[src/rtl/battle_turn_ctrl.sv]
// Turn-based battle sequencer: menu, fight timing bar, damage, enemy attack
// window and win/lose/spare outcome, driven by frame_tick and USB keycodes.
module battle_turn_ctrl #(
    parameter int PLAYER_HP_MAX = 20,
    parameter int ENEMY_HP_MAX  = 30,
    parameter int BAR_LEN       = 160,
    parameter int ENEMY_FRAMES  = 300,
    parameter int ENEMY_DMG     = 4,
    parameter int INVULN_FRAMES = 30,
    parameter int ITEM_HEAL     = 10,
    parameter int ITEMS_INIT    = 3,
    parameter int SHOW_FRAMES   = 60
) (
    input  logic       Clk,
    input  logic       Reset,
    input  logic       frame_tick,
    input  logic       start_battle,
    input  logic [7:0] keycode,
    input  logic       hit,
    output logic [2:0] phase,
    output logic [1:0] menu_sel,
    output logic [7:0] bar_pos,
    output logic [3:0] last_dmg,
    output logic [7:0] player_hp,
    output logic [7:0] enemy_hp,
    output logic [1:0] items_left,
    output logic       soul_active,
    output logic       battle_done,
    output logic [1:0] result
);

    localparam logic [2:0] S_IDLE   = 3'd0;
    localparam logic [2:0] S_MENU   = 3'd1;
    localparam logic [2:0] S_FIGHT  = 3'd2;
    localparam logic [2:0] S_SHOW   = 3'd3;
    localparam logic [2:0] S_DIALOG = 3'd4;
    localparam logic [2:0] S_ENEMY  = 3'd5;
    localparam logic [2:0] S_END    = 3'd6;

    localparam logic [1:0] M_FIGHT = 2'd0;
    localparam logic [1:0] M_ACT   = 2'd1;
    localparam logic [1:0] M_ITEM  = 2'd2;

    localparam logic [1:0] R_NONE   = 2'd0;
    localparam logic [1:0] R_WIN    = 2'd1;
    localparam logic [1:0] R_LOSE   = 2'd2;
    localparam logic [1:0] R_SPARED = 2'd3;

    localparam logic [7:0] KEY_Z     = 8'h1D;
    localparam logic [7:0] KEY_LEFT  = 8'h50;
    localparam logic [7:0] KEY_RIGHT = 8'h4F;

    localparam int CW = $clog2((ENEMY_FRAMES > SHOW_FRAMES) ? ENEMY_FRAMES : SHOW_FRAMES);
    localparam int IW = $clog2(INVULN_FRAMES + 1);

    localparam logic [CW-1:0] SHOW_LAST  = CW'(SHOW_FRAMES - 1);
    localparam logic [CW-1:0] ENEMY_LAST = CW'(ENEMY_FRAMES - 1);
    localparam logic [7:0]    BAR_MID    = 8'(BAR_LEN / 2);
    localparam logic [7:0]    BAR_LAST   = 8'(BAR_LEN - 1);
    localparam logic [7:0]    HP_MAX     = 8'(PLAYER_HP_MAX);
    localparam logic [7:0]    EDMG       = 8'(ENEMY_DMG);

    logic [7:0]    prev_key;
    logic [CW-1:0] frame_cnt;
    logic [IW-1:0] invuln;

    logic       press_z, press_left, press_right;
    logic [7:0] bar_dist;
    logic [3:0] hit_dmg;
    logic [7:0] enemy_after;
    logic [8:0] healed;
    logic [7:0] heal_hp;
    logic       spare_ok;
    logic       hit_taken;
    logic [7:0] hp_after_hit;

    always_comb begin
        press_z     = (keycode == KEY_Z)     && (prev_key != KEY_Z);
        press_left  = (keycode == KEY_LEFT)  && (prev_key != KEY_LEFT);
        press_right = (keycode == KEY_RIGHT) && (prev_key != KEY_RIGHT);
    end

    // Damage from distance to bar centre, using the pre-increment bar_pos.
    always_comb begin
        bar_dist = (bar_pos >= BAR_MID) ? (bar_pos - BAR_MID) : (BAR_MID - bar_pos);
        if (bar_dist < 8'd8)
            hit_dmg = 4'd10;
        else if (bar_dist < 8'd24)
            hit_dmg = 4'd5;
        else
            hit_dmg = 4'd2;
        enemy_after = (enemy_hp > {4'b0000, hit_dmg}) ? (enemy_hp - {4'b0000, hit_dmg}) : '0;
    end

    always_comb begin
        healed   = {1'b0, player_hp} + 9'(ITEM_HEAL);
        heal_hp  = (healed > {1'b0, HP_MAX}) ? HP_MAX : healed[7:0];
        spare_ok = ({enemy_hp, 2'b00} <= 10'(ENEMY_HP_MAX));
    end

    always_comb begin
        hit_taken    = hit && (invuln == '0);
        hp_after_hit = player_hp;
        if (hit_taken)
            hp_after_hit = (player_hp > EDMG) ? (player_hp - EDMG) : '0;
    end

    always_comb soul_active = (phase == S_ENEMY);

    always_ff @(posedge Clk) begin
        if (Reset) begin
            phase       <= S_IDLE;
            menu_sel    <= '0;
            bar_pos     <= '0;
            last_dmg    <= '0;
            player_hp   <= HP_MAX;
            enemy_hp    <= 8'(ENEMY_HP_MAX);
            items_left  <= 2'(ITEMS_INIT);
            result      <= R_NONE;
            battle_done <= 1'b0;
            prev_key    <= '0;
            frame_cnt   <= '0;
            invuln      <= '0;
        end else begin
            prev_key    <= keycode;
            battle_done <= 1'b0;
            case (phase)
                S_IDLE: begin
                    if (start_battle) begin
                        player_hp  <= HP_MAX;
                        enemy_hp   <= 8'(ENEMY_HP_MAX);
                        items_left <= 2'(ITEMS_INIT);
                        menu_sel   <= '0;
                        result     <= R_NONE;
                        phase      <= S_MENU;
                    end
                end
                S_MENU: begin
                    if (press_left)
                        menu_sel <= menu_sel - 2'd1;
                    else if (press_right)
                        menu_sel <= menu_sel + 2'd1;
                    else if (press_z) begin
                        case (menu_sel)
                            M_FIGHT: begin
                                bar_pos <= '0;
                                phase   <= S_FIGHT;
                            end
                            M_ACT: phase <= S_DIALOG;
                            M_ITEM: begin
                                if (items_left != '0) begin
                                    player_hp  <= heal_hp;
                                    items_left <= items_left - 2'd1;
                                    phase      <= S_DIALOG;
                                end
                            end
                            default: begin
                                if (spare_ok) begin
                                    result <= R_SPARED;
                                    phase  <= S_END;
                                end else begin
                                    phase <= S_DIALOG;
                                end
                            end
                        endcase
                    end
                end
                S_FIGHT: begin
                    if (press_z) begin
                        enemy_hp  <= enemy_after;
                        last_dmg  <= hit_dmg;
                        frame_cnt <= '0;
                        phase     <= S_SHOW;
                    end else if (frame_tick) begin
                        if (bar_pos == BAR_LAST) begin
                            last_dmg  <= '0;
                            frame_cnt <= '0;
                            phase     <= S_SHOW;
                        end else begin
                            bar_pos <= bar_pos + 8'd1;
                        end
                    end
                end
                S_SHOW: begin
                    if (frame_tick) begin
                        if (frame_cnt == SHOW_LAST) begin
                            if (enemy_hp == '0) begin
                                result <= R_WIN;
                                phase  <= S_END;
                            end else begin
                                frame_cnt <= '0;
                                invuln    <= '0;
                                phase     <= S_ENEMY;
                            end
                        end else begin
                            frame_cnt <= frame_cnt + CW'(1);
                        end
                    end
                end
                S_DIALOG: begin
                    if (press_z) begin
                        frame_cnt <= '0;
                        invuln    <= '0;
                        phase     <= S_ENEMY;
                    end
                end
                S_ENEMY: begin
                    // Hit lands first, then the LOSE check, then window expiry.
                    if (frame_tick) begin
                        player_hp <= hp_after_hit;
                        if (hit_taken)
                            invuln <= IW'(INVULN_FRAMES);
                        else if (invuln != '0)
                            invuln <= invuln - IW'(1);
                        if (hp_after_hit == '0) begin
                            result <= R_LOSE;
                            phase  <= S_END;
                        end else if (frame_cnt == ENEMY_LAST) begin
                            phase <= S_MENU;
                        end else begin
                            frame_cnt <= frame_cnt + CW'(1);
                        end
                    end
                end
                S_END: begin
                    if (press_z) begin
                        battle_done <= 1'b1;
                        phase       <= S_IDLE;
                    end
                end
                default: phase <= S_IDLE;
            endcase
        end
    end

endmodule

[config.mk]
export PLATFORM = sky130hd
export DESIGN_NAME = battle_turn_ctrl
export DESIGN_NICKNAME = d
export VERILOG_FILES = /design/src/rtl/battle_turn_ctrl.sv
export SDC_FILE = /design/constraint.sdc
export NUM_CORES = 1
export LEC_CHECK = 0
export ABC_AREA = 1
export CORE_ASPECT_RATIO = 0.9
export CORE_MARGIN = 2
export CORE_UTILIZATION = 50
export DETAILED_ROUTE_END_ITERATION = 6
export PLACE_DENSITY = 0.73
export SETUP_SLACK_MARGIN = 0.02
export SYNTH_ARGS = -nofsm -noshare
export SYNTH_HDL_FRONTEND = slang
export SYNTH_SLANG_ARGS = --single-unit
export TNS_END_PERCENT = 50
[constraint.sdc]
create_clock -name Clk -period 6.9 [get_ports Clk]
set_input_delay 1.035 -clock Clk [delete_from_list [all_inputs] [get_ports Clk]]
set_output_delay 1.035 -clock Clk [all_outputs]
set_load 0.02 [all_outputs]
==> impl_metrics.csv <==
group,metric,value,unit
critical_path,r2r-start,"bar_pos[5]",
drt,drt_iter0_drc,353,
drt,routed_via_density,5.27,
critical_path,critPathLaunchType,"primary input",
power,peakVddDrop,208,uV
layout,final_nets,735,
drt,drcViolationCount,0,
synthesis,syn_nets,685,
synthesis,yosys-top-cells-area,"dfxtp_1 28%, nand2_1 13%, inv_1 7.0%",
clocking,post_cts_buffers,0,
power,power,0.00169,W
critical_path,worstPathRequired,7.17,ns
floorplanning,initial_utilization,0.522,
timing,max_freq,302,MHz
timing,whs,0.463,ns
grt,grt_max_degree,40,
critical_path,critPathLaunch,"keycode[7]",
layout,diodes,0,
synthesis,synth_cell_types,49,
clocking,cts_tree,"done",
floorplanning,rows,31,
status,status,"completed",
synthesis,postSynthCellCount,652,
grt,grt_pass1_wl,18100,um
critical_path,reg2reg_depth,20,
clocking,clock-sinks,59,
drt,drtAntennaViolNets,0,
clocking,cts.repair.resized,0,
grt,grt-ovfl-total,0,
timing,skew,0.00657,ns
timing,slew_headroom,0.606,
timing,worstMarginPinSlew,0.587,ns
timing,rsz0062_at_grt,"false",
synthesis,ys.flop_type,"dfxtp_1",
floorplanning,die_w,101,um
synthesis,synth_most_common_cell,"nand2_1",
synthesis,ys_seq_elements,59,
power,p_switching,0.000760,W
clocking,cts.clk_slew.worst_paths,0.06,ns
grt,grtUsageTotal,0.238,
timing,report.final.slew_viol_count,0,
critical_path,path_max_fanout,12,
critical_path,critPathCapture,"frame_cnt[1]",
synthesis,synthTopCellsByCount,"145 x nand2_1, 80 x inv_1, 79 x nor2_1, 59 x dfxtp_1, 42 x a21oi_1",
floorplanning,core_area,0.00818,mm^2
power,p_comb_frac,0.508,
timing,setup_viol,0,
layout,area_growth,19.2,%
synthesis,synth_warnings,0,
critical_path,r2r_slack,3.81,ns
floorplanning,die_area,0.00931,mm^2
clocking,htreeDepth,3,
synthesis,synth_area,0.00428,mm^2
critical_path,r2r_end,"enemy_hp[3]",
synthesis,synth_top_area_frac,0.276,
synthesis,synth_top_area_cell,"dfxtp_1",
floorplanning,boundaryPins,52,
drt,routed_wl,10600,um
power,p_sw_frac,0.450,
floorplanning,dieHeight,91.7,um
power,clkPwrFrac,0.216,
synthesis,seq_area_frac_synth,0.276,
power,pwr-share-seq,0.275,
timing,period_share,0.480,
timing,period_needed,3.31,ns
grt,grt_pass1_vias,4014,
critical_path,cp-end-kind,"flip-flop",
critical_path,critPathArrivalTime,3.58,ns
hold_path,hold_depth,2,
timing,finalSetupTns,0,ns
drt,detail_route.first_pass.iterations,5,
clocking,cts_root_buf,"clkbuf_8",
placement,dpl.hpwl,8010,um
clocking,clock_path_buffers,2,
synthesis,synth_area_per_cell,6.56,um^2
synthesis,synthArstFlopShare,0,
clocking,hold_buffers,0,
grt,antenna_found_initial,0,
critical_path,path_class,"primary input to flip-flop",
placement,port_buffers,51,
layout,drive_above_1_share,0.107,
job,maxCapViolations,0,
hold_path,hp-class,"flip-flop to flip-flop",
drt,vias,4331,
placement,place.gp.congestion,0.928,
clocking,cts_buffers,9,
drt,routedWlPerCell,12.9,um
power,p_int,0.000928,W
power,pwr_density_cell,331,mW/mm^2
clocking,clk_latency,0.34,ns
power,total_leakage_power,2.18,nW
synthesis,synth_edf_count,0,
timing,hold_violations,0,
## metrics by stage
| stage | instances | area (um^2) | setup WS [ns] | utilization |
|---|---|---|---|---|
| 3_3_place_gp | 806 | 4870 | 3.52 | 0.595 |
| 3_5_place_dp | 806 | 4870 | 3.36 | 0.595 |
| 6_report | 822 | 5100 | 3.59 | 0.623 |
| 4_1_cts | 822 | 5100 | 3.71 | 0.623 |
| 2_1_floorplan | 652 | 4280 | 4.09 | - |
| 5_1_grt | 822 | 5100 | 3.45 | 0.623 |
## area by class of cell
type | instances | area [um^2]
Timing Repair Buffer | 53 | 526
Inverter | 95 | 359
Tap cell | 115 | 144
Clock buffer | 12 | 155
Multi-Input combinational cell | 484 | 2660
Sequential cell | 59 | 1180
Clock inverter | 4 | 72.6
Fill cell | 785 | 3090
## cells in the final DEF (no fill, tap or decap), types with 3 or more instances in the layout
cell	n
nand3b_1	8
nor2_1	79
a211oi_1	6
o211ai_1	8
nand4_1	16
inv_1	80
a31oi_1	4
nor4_1	4
clkbuf_8	11
nor3_2	3
o21ai_1	3
nand2_2	12
dfxtp_1	59
clkdlybuf4s50_1	51
nand2_4	5
nand2_1	145
xor2_1	14
nand3_1	37
a21oi_1	42
ha_1	20
nor2_2	10
nor2_4	4
o21ai_0	14
inv_2	14
nor3b_1	5
nor3_1	20
## kinds of logic after synthesis
group           Yosys count  share of synthesized area
compound gates           92                      0.129
simple gates            356                      0.402
xor+xnor                 16                     0.0328
fa+ha+maj                20                     0.0585
buf+inv                 109                      0.102
flops                    59                      0.276
## power by group through the flow
stage	clock network, W	registers (W)	logic [W]
detailed placement	0	0.000471	0.000847
global route	0.000389	0.000473	0.000963
floorplan	0	0.000504	0.000592
global placement	0	0.000470	0.000826
finish	0.000365	0.000465	0.000858
CTS	0.000372	0.000464	0.000852
## sequential cells by signal, summed over array words and instances, names as in the netlist
| register | count |
|---|---|
| phase | 3 |
| battle_done | 1 |
| menu_sel | 2 |
| result | 2 |
| player_hp | 8 |
| enemy_hp | 8 |
| last_dmg | 3 |
| bar_pos | 8 |
| frame_cnt | 9 |
| invuln | 5 |
| prev_key | 8 |
| items_left | 2 |
## worst min-delay path by stage
stage | from | end
final | last_dmg[3] | last_dmg[3]
after global routing | last_dmg[1] | last_dmg[1]
after detailed placement | last_dmg[3] | last_dmg[3]
after global placement | last_dmg[3] | last_dmg[3]
after CTS | last_dmg[3] | last_dmg[3]
after floorplan | invuln[1] | invuln[1]
## critical path, stage by stage
cell and delay [ns]:
clkdlybuf4s50_1 0.44, inv_1 0.09, nand4_1 0.09, nor3_1 0.22, nand2_1 0.20, inv_1 0.18
nor2_2 0.06, nand2_1 0.10, o211ai_1 0.14, nor3_1 0.19, nand2_1 0.32, inv_2 0.26
nand3_1 0.12, a21oi_1 0.14
## routing by layer
| layer | part of all wire | track usage | vias to the layer above |
|---|---|---|---|
| met3 | 0.049 | 0.0480 | 15 |
| met4 | 0.014 | 0.0743 | 0 |
| met2 | 0.47 | 0.384 | 118 |
| met1 | 0.47 | 0.317 | 1971 |
| met5 | 0 | 0 | - |
| li1 | - | - | 2227 |
Power figures use the tool's default switching activity.
